**src/rtl/arduino_rx_bank.sv**
```systemverilog
// Multi-lane serial receiver: synchronises external clock/data pins, shifts words MSB-first
// and hands each lane's word out on valid/ready. Optional even-parity framing: ARDUINO_RX_PARITY_EN.
module arduino_rx_bank #(
   parameter int CHANNELS    = 2,
   parameter int WORD_W      = 8,
   parameter int SYNC_STAGES = 2,
   parameter int TIMEOUT     = 1023
) (
   input  logic                       clock,
   input  logic                       resetn,
   input  logic                       enable,
   input  logic                       clear_err,
   input  logic [CHANNELS-1:0]        ard_clk,
   input  logic [CHANNELS-1:0]        ard_data,
   output logic [CHANNELS*WORD_W-1:0] word_out,
   output logic [CHANNELS-1:0]        word_valid,
   input  logic [CHANNELS-1:0]        word_ready,
   output logic [CHANNELS-1:0]        overrun,
   output logic [CHANNELS-1:0]        parity_err
);

`ifdef ARDUINO_RX_PARITY_EN
   localparam int FRAME = WORD_W + 1;
`else
   localparam int FRAME = WORD_W;
`endif
   localparam int SHIFT_W = FRAME - 1;
   localparam int CNT_W   = $clog2(FRAME + 1);
   localparam int TO_W    = $clog2(TIMEOUT + 1);
   localparam logic [CNT_W-1:0] LAST_BIT = CNT_W'(FRAME - 1);
   localparam logic [TO_W-1:0]  TO_LAST  = TO_W'(TIMEOUT - 1);

   for (genvar i = 0; i < CHANNELS; i++) begin : g_lane
      logic [SYNC_STAGES-1:0] r_clk_sync;
      logic [SYNC_STAGES-1:0] r_dat_sync;
      logic                   r_clk_prev;
      logic [SHIFT_W-1:0]     r_shift;
      logic [CNT_W-1:0]       r_cnt;
      logic [TO_W-1:0]        r_tcnt;
      logic [WORD_W-1:0]      r_word;
      logic                   r_valid;
      logic                   r_ovr;
      logic                   r_perr;

      logic                   w_clk_s;
      logic                   w_dat_s;
      logic                   w_edge;
      logic                   w_last;
      logic [FRAME-1:0]       w_cat;
      logic [WORD_W-1:0]      w_word;
      logic                   w_par_ok;
      logic                   w_done;
      logic                   w_load;
      logic                   w_ovr_set;
      logic                   w_perr_set;

      assign w_clk_s = r_clk_sync[SYNC_STAGES-1];
      assign w_dat_s = r_dat_sync[SYNC_STAGES-1];
      // Edges are gated by enable but r_clk_prev always tracks, so enabling never fakes an edge.
      assign w_edge  = enable & w_clk_s & ~r_clk_prev;
      assign w_last  = w_edge && (r_cnt == LAST_BIT);
      assign w_cat   = {r_shift, w_dat_s};

`ifdef ARDUINO_RX_PARITY_EN
      assign w_word   = w_cat[FRAME-1:1];
      assign w_par_ok = ~(^w_cat);
`else
      assign w_word   = w_cat;
      assign w_par_ok = 1'b1;
`endif

      assign w_done     = w_last & w_par_ok;
      assign w_load     = w_done & (~r_valid | word_ready[i]);
      assign w_ovr_set  = w_done & r_valid & ~word_ready[i];
      assign w_perr_set = w_last & ~w_par_ok;

      always_ff @(posedge clock or negedge resetn) begin
         if (!resetn) begin
            r_clk_sync <= '0;
            r_dat_sync <= '0;
            r_clk_prev <= 1'b0;
            r_shift    <= '0;
            r_cnt      <= '0;
            r_tcnt     <= '0;
            r_word     <= '0;
            r_valid    <= 1'b0;
            r_ovr      <= 1'b0;
            r_perr     <= 1'b0;
         end else begin
            r_clk_sync <= {r_clk_sync[SYNC_STAGES-2:0], ard_clk[i]};
            r_dat_sync <= {r_dat_sync[SYNC_STAGES-2:0], ard_data[i]};
            r_clk_prev <= w_clk_s;

            if (!enable) begin
               r_cnt   <= '0;
               r_tcnt  <= '0;
               r_shift <= '0;
            end else if (w_edge) begin
               r_tcnt  <= '0;
               r_shift <= w_cat[SHIFT_W-1:0];
               r_cnt   <= w_last ? '0 : r_cnt + 1'b1;
            end else if (r_cnt != '0) begin
               // A stalled partial frame is discarded once the idle count reaches TIMEOUT.
               if (r_tcnt == TO_LAST) begin
                  r_cnt   <= '0;
                  r_shift <= '0;
                  r_tcnt  <= '0;
               end else begin
                  r_tcnt <= r_tcnt + 1'b1;
               end
            end else begin
               r_tcnt <= '0;
            end

            if (w_load) begin
               r_word  <= w_word;
               r_valid <= 1'b1;
            end else if (r_valid && word_ready[i]) begin
               r_valid <= 1'b0;
            end

            r_ovr  <= (r_ovr & ~clear_err) | w_ovr_set;
            r_perr <= (r_perr & ~clear_err) | w_perr_set;
         end
      end

      assign word_out[i*WORD_W +: WORD_W] = r_word;
      assign word_valid[i]                = r_valid;
      assign overrun[i]                   = r_ovr;
      assign parity_err[i]                = r_perr;
   end

endmodule

```
**config.mk**
```make
export PLATFORM = sky130hd
export DESIGN_NAME = arduino_rx_bank
export DESIGN_NICKNAME = d
export VERILOG_FILES = /design/src/rtl/arduino_rx_bank.sv
export SDC_FILE = /design/constraint.sdc
export NUM_CORES = 1
export LEC_CHECK = 0
export BUFFER_PORTS_ARGS = -buffer_cell sky130_fd_sc_hd__buf_4
export CAP_MARGIN = 25
export CORE_MARGIN = 1
export CORE_UTILIZATION = 50
export CTS_CLUSTER_DIAMETER = 40
export DETAILED_ROUTE_END_ITERATION = 10
export PLACE_DENSITY = 0.68
export SLEW_MARGIN = 20
export SYNTH_ARGS = -nofsm -noshare
export SYNTH_HDL_FRONTEND = slang
export SYNTH_SLANG_ARGS = --single-unit
```
**constraint.sdc**
```tcl
create_clock -name clock -period 2 [get_ports clock]
set_clock_uncertainty 0.2 [all_clocks]
set_input_delay 0.1 -clock clock [delete_from_list [all_inputs] [get_ports clock]]
set_output_delay 0.1 -clock clock [all_outputs]
set_load 0.05 [all_outputs]
```
==> run metrics <==
status=completed; register area share after synthesis=0.601; flops & latches, synth=74; commonest register cell after synthesis=dfrtp_1; dpl hpwl=3350 um; Buf/Inv on CP=1; wire per inst=13.2 um; Seq pwr share=0.503; Sw Pwr=610 uW; antenna violations before repair=0; clock power share=0.456; # diodes=0; clock sink count=74; Required @ worst endpoint=2.03 ns; H-tree depth=3; fmax=537 MHz; unrepaired setup endpoints after global routing=false; Setup-failing EPs final=0; WL final=4940 um; drt pass-1 iters=4; number of global-route vias before repair=1,893; crit path cell chain=inv_1, ha_1, nor3b_2, nor4_4, nor2_2, a211o_1; Area Overhead vs Synth=21.6%; CTS max path bufs=2; Avg Inst Size Synth=12.4 um^2; min cycle time layout=1.86 ns; startpoint types=flip-flop; Hold Crit Class=in -> async; Synth cell types=39; first-pass GRT wire length=8560 um; Worst-Skew Late Latency=0.34 ns; Die H=80.5 um; Syn Std Cell Area=3080 um^2; initial core utilization=0.520; Setup Crit Path Kind=reg -> reg; CTS Root Cell=clkbuf_8; Fin. Hold Viols=0; Critical Path AT=1.89 ns; CP endpoint kind=flip-flop; core area=5920 um^2; setup_tns=0 ns; slowest stage delay, CP=0.40 ns; Die Area=6480 um^2; max-slew violations=0; Internal=2.43 mW; Post-synth EDFFs=0; antenna viol nets, final=0; CTS tree=done; Leak=1.86 nW; utilization after layout=0.633; critical-path maximum fanout=10; combinational share of power=0.041; Worst-Margin Slew=0.445 ns; vias per inst=5.19; Power per Cell Area=813 nW/um^2; top cell family by delay on the critical path=simple AND/OR/NAND/NOR gates; CP max stage cell=dfrtp_1; DR iter-0 viols=70; DRC viols=0; Switching Fraction=0.200; fin crit share=0.932; max cap viols=0; cell count after synthesis=248; total congestion overflow=0; fin nets=312; Rel. slew slack=0.703; Total GRT Usage=0.178; # rows=28; layout cells sized above 1=0.284; cts bufs inserted=9; Reg clk slew, reported paths=0.07 ns; Synth warnings=0; vias=1,941; async set-reset flop share out of synthesis=1.00; IO Pins=32; Die Width=80.5 um; IR drop worst, VDD=0.511 mV; # port buffers=31; Placer Congestion=0.793; syn_nets=266; largest net degree at the start of global routing=45
[path summary, 6_finish.rpt]
check                                        start                      end  slack (ns)  cells after the start
setup reg to reg                g_lane[1].r_cnt[1]       g_lane[1].r_cnt[3]        0.14                      6
min in group clock                          enable      g_lane[0].r_tcnt[1]        0.10                      3
hold reg to reg            g_lane[0].r_dat_sync[0]  g_lane[0].r_dat_sync[1]        0.15                      0
hold / removal                              resetn      g_lane[1].r_word[4]        0.03                      2
max in group asynchronous                   resetn      g_lane[0].r_tcnt[7]        1.01                      3
setup / recovery                g_lane[1].r_cnt[1]       g_lane[1].r_cnt[3]        0.14                      6
[power groups by stage]
stage	logic, mW	registers (mW)	clock network, mW
2_1_floorplan	0.0479	1.56	0
3_3_place_gp	0.111	1.56	0
3_5_place_dp	0.114	1.56	0
4_1_cts	0.126	1.53	1.44
5_1_grt	0.144	1.53	1.49
6_report	0.126	1.53	1.39
[routing by layer]
metal  vias to the layer above  track usage  share of wire
met5                         -            0              0
met4                         0       0.0911          0.021
met3                        11       0.0545          0.042
met2                        34        0.264           0.44
met1                       951        0.236           0.49
li1                        945            -              -
[kinds of logic (layout without fill, tap and decap cells)]
kind of cell | after synthesis | in the layout | synth area share
simple gates | 83 | 83 | 0.148
flops | 74 | 74 | 0.601
compound gates | 28 | 28 | 0.0772
buf+inv | 23 | 74 | 0.0374
xor+xnor | 16 | 16 | 0.0455
mux | 16 | 16 | 0.0585
fa+ha+maj | 8 | 8 | 0.0325
[timing repair]
item | in CTS | in global routing
hold endpoints to repair | 84 | 0
gates resized for setup | 0 | 0
setup buffers | 0 | 1
setup endpoints to repair | 0 | 1
hold buffers | 8 | 0
[Yosys cell counts (6+ instances only)]
cell type   n  share of area
buf_4       6          0.015
nor2_1     27          0.033
mux2_2     14          0.051
xnor2_1     9          0.026
ha_1        8          0.032
nand3_1     8          0.013
inv_1       9          0.011
a22o_1      9          0.026
dfrtp_1    74           0.60
nand2_1    12          0.015
xor2_1      7          0.020
a22o_2      8          0.026
[sequential cells by signal, summed over array words and instances (netlist names)]
register,count
g_lane.r_ovr,2
g_lane.r_shift,14
g_lane.r_dat_sync,4
g_lane.r_perr,2
g_lane.r_valid,2
g_lane.r_tcnt,20
g_lane.r_cnt,8
g_lane.r_clk_sync,4
g_lane.r_word,16
g_lane.r_clk_prev,2
[cells in the final DEF (no fill, tap or decap), types with 2 or more instances in the layout]
master,n
xnor2_1,9
and3_1,5
dfrtp_1,74
buf_4,38
mux2_2,14
nand2_1,12
or3_1,2
xor2_1,7
and4_1,3
nor2b_1,3
dlygate4sd3_1,8
bufinv_16,3
a21o_1,2
a211o_1,2
a22o_2,8
mux2_1,2
nor4_1,2
nand4_1,3
ha_1,8
o22ai_1,3
nand2b_1,5
inv_1,9
nor3_1,5
buf_12,2
a22o_1,9
clkbuf_1,2
clkbuf_8,10
nor2_1,27
nand3_1,8
[area by class of cell]
type,count,area [um^2]
inverters,10,37.5
fillers,469,2170
clock inverters,4,98.8
multi-input cells,151,1110
clock buffers,12,145
repair buffers,48,405
well taps,75,93.8
flip-flops and latches,74,1850
[through the flow]
step	instances	instance area (um^2)	hold WS (ns)	setup slack, ns	total power, mW
2_1_floorplan	248	3080	-0.396	0.220	1.60
3_3_place_gp	349	3410	-0.146	0.171	1.67
3_5_place_dp	349	3410	-0.148	0.0984	1.67
4_1_cts	373	3740	0.0212	0.104	3.09
5_1_grt	374	3750	0.0524	0.0296	3.17
6_report	374	3750	0.0257	0.137	3.04
(Power assumes the default switching activity.)
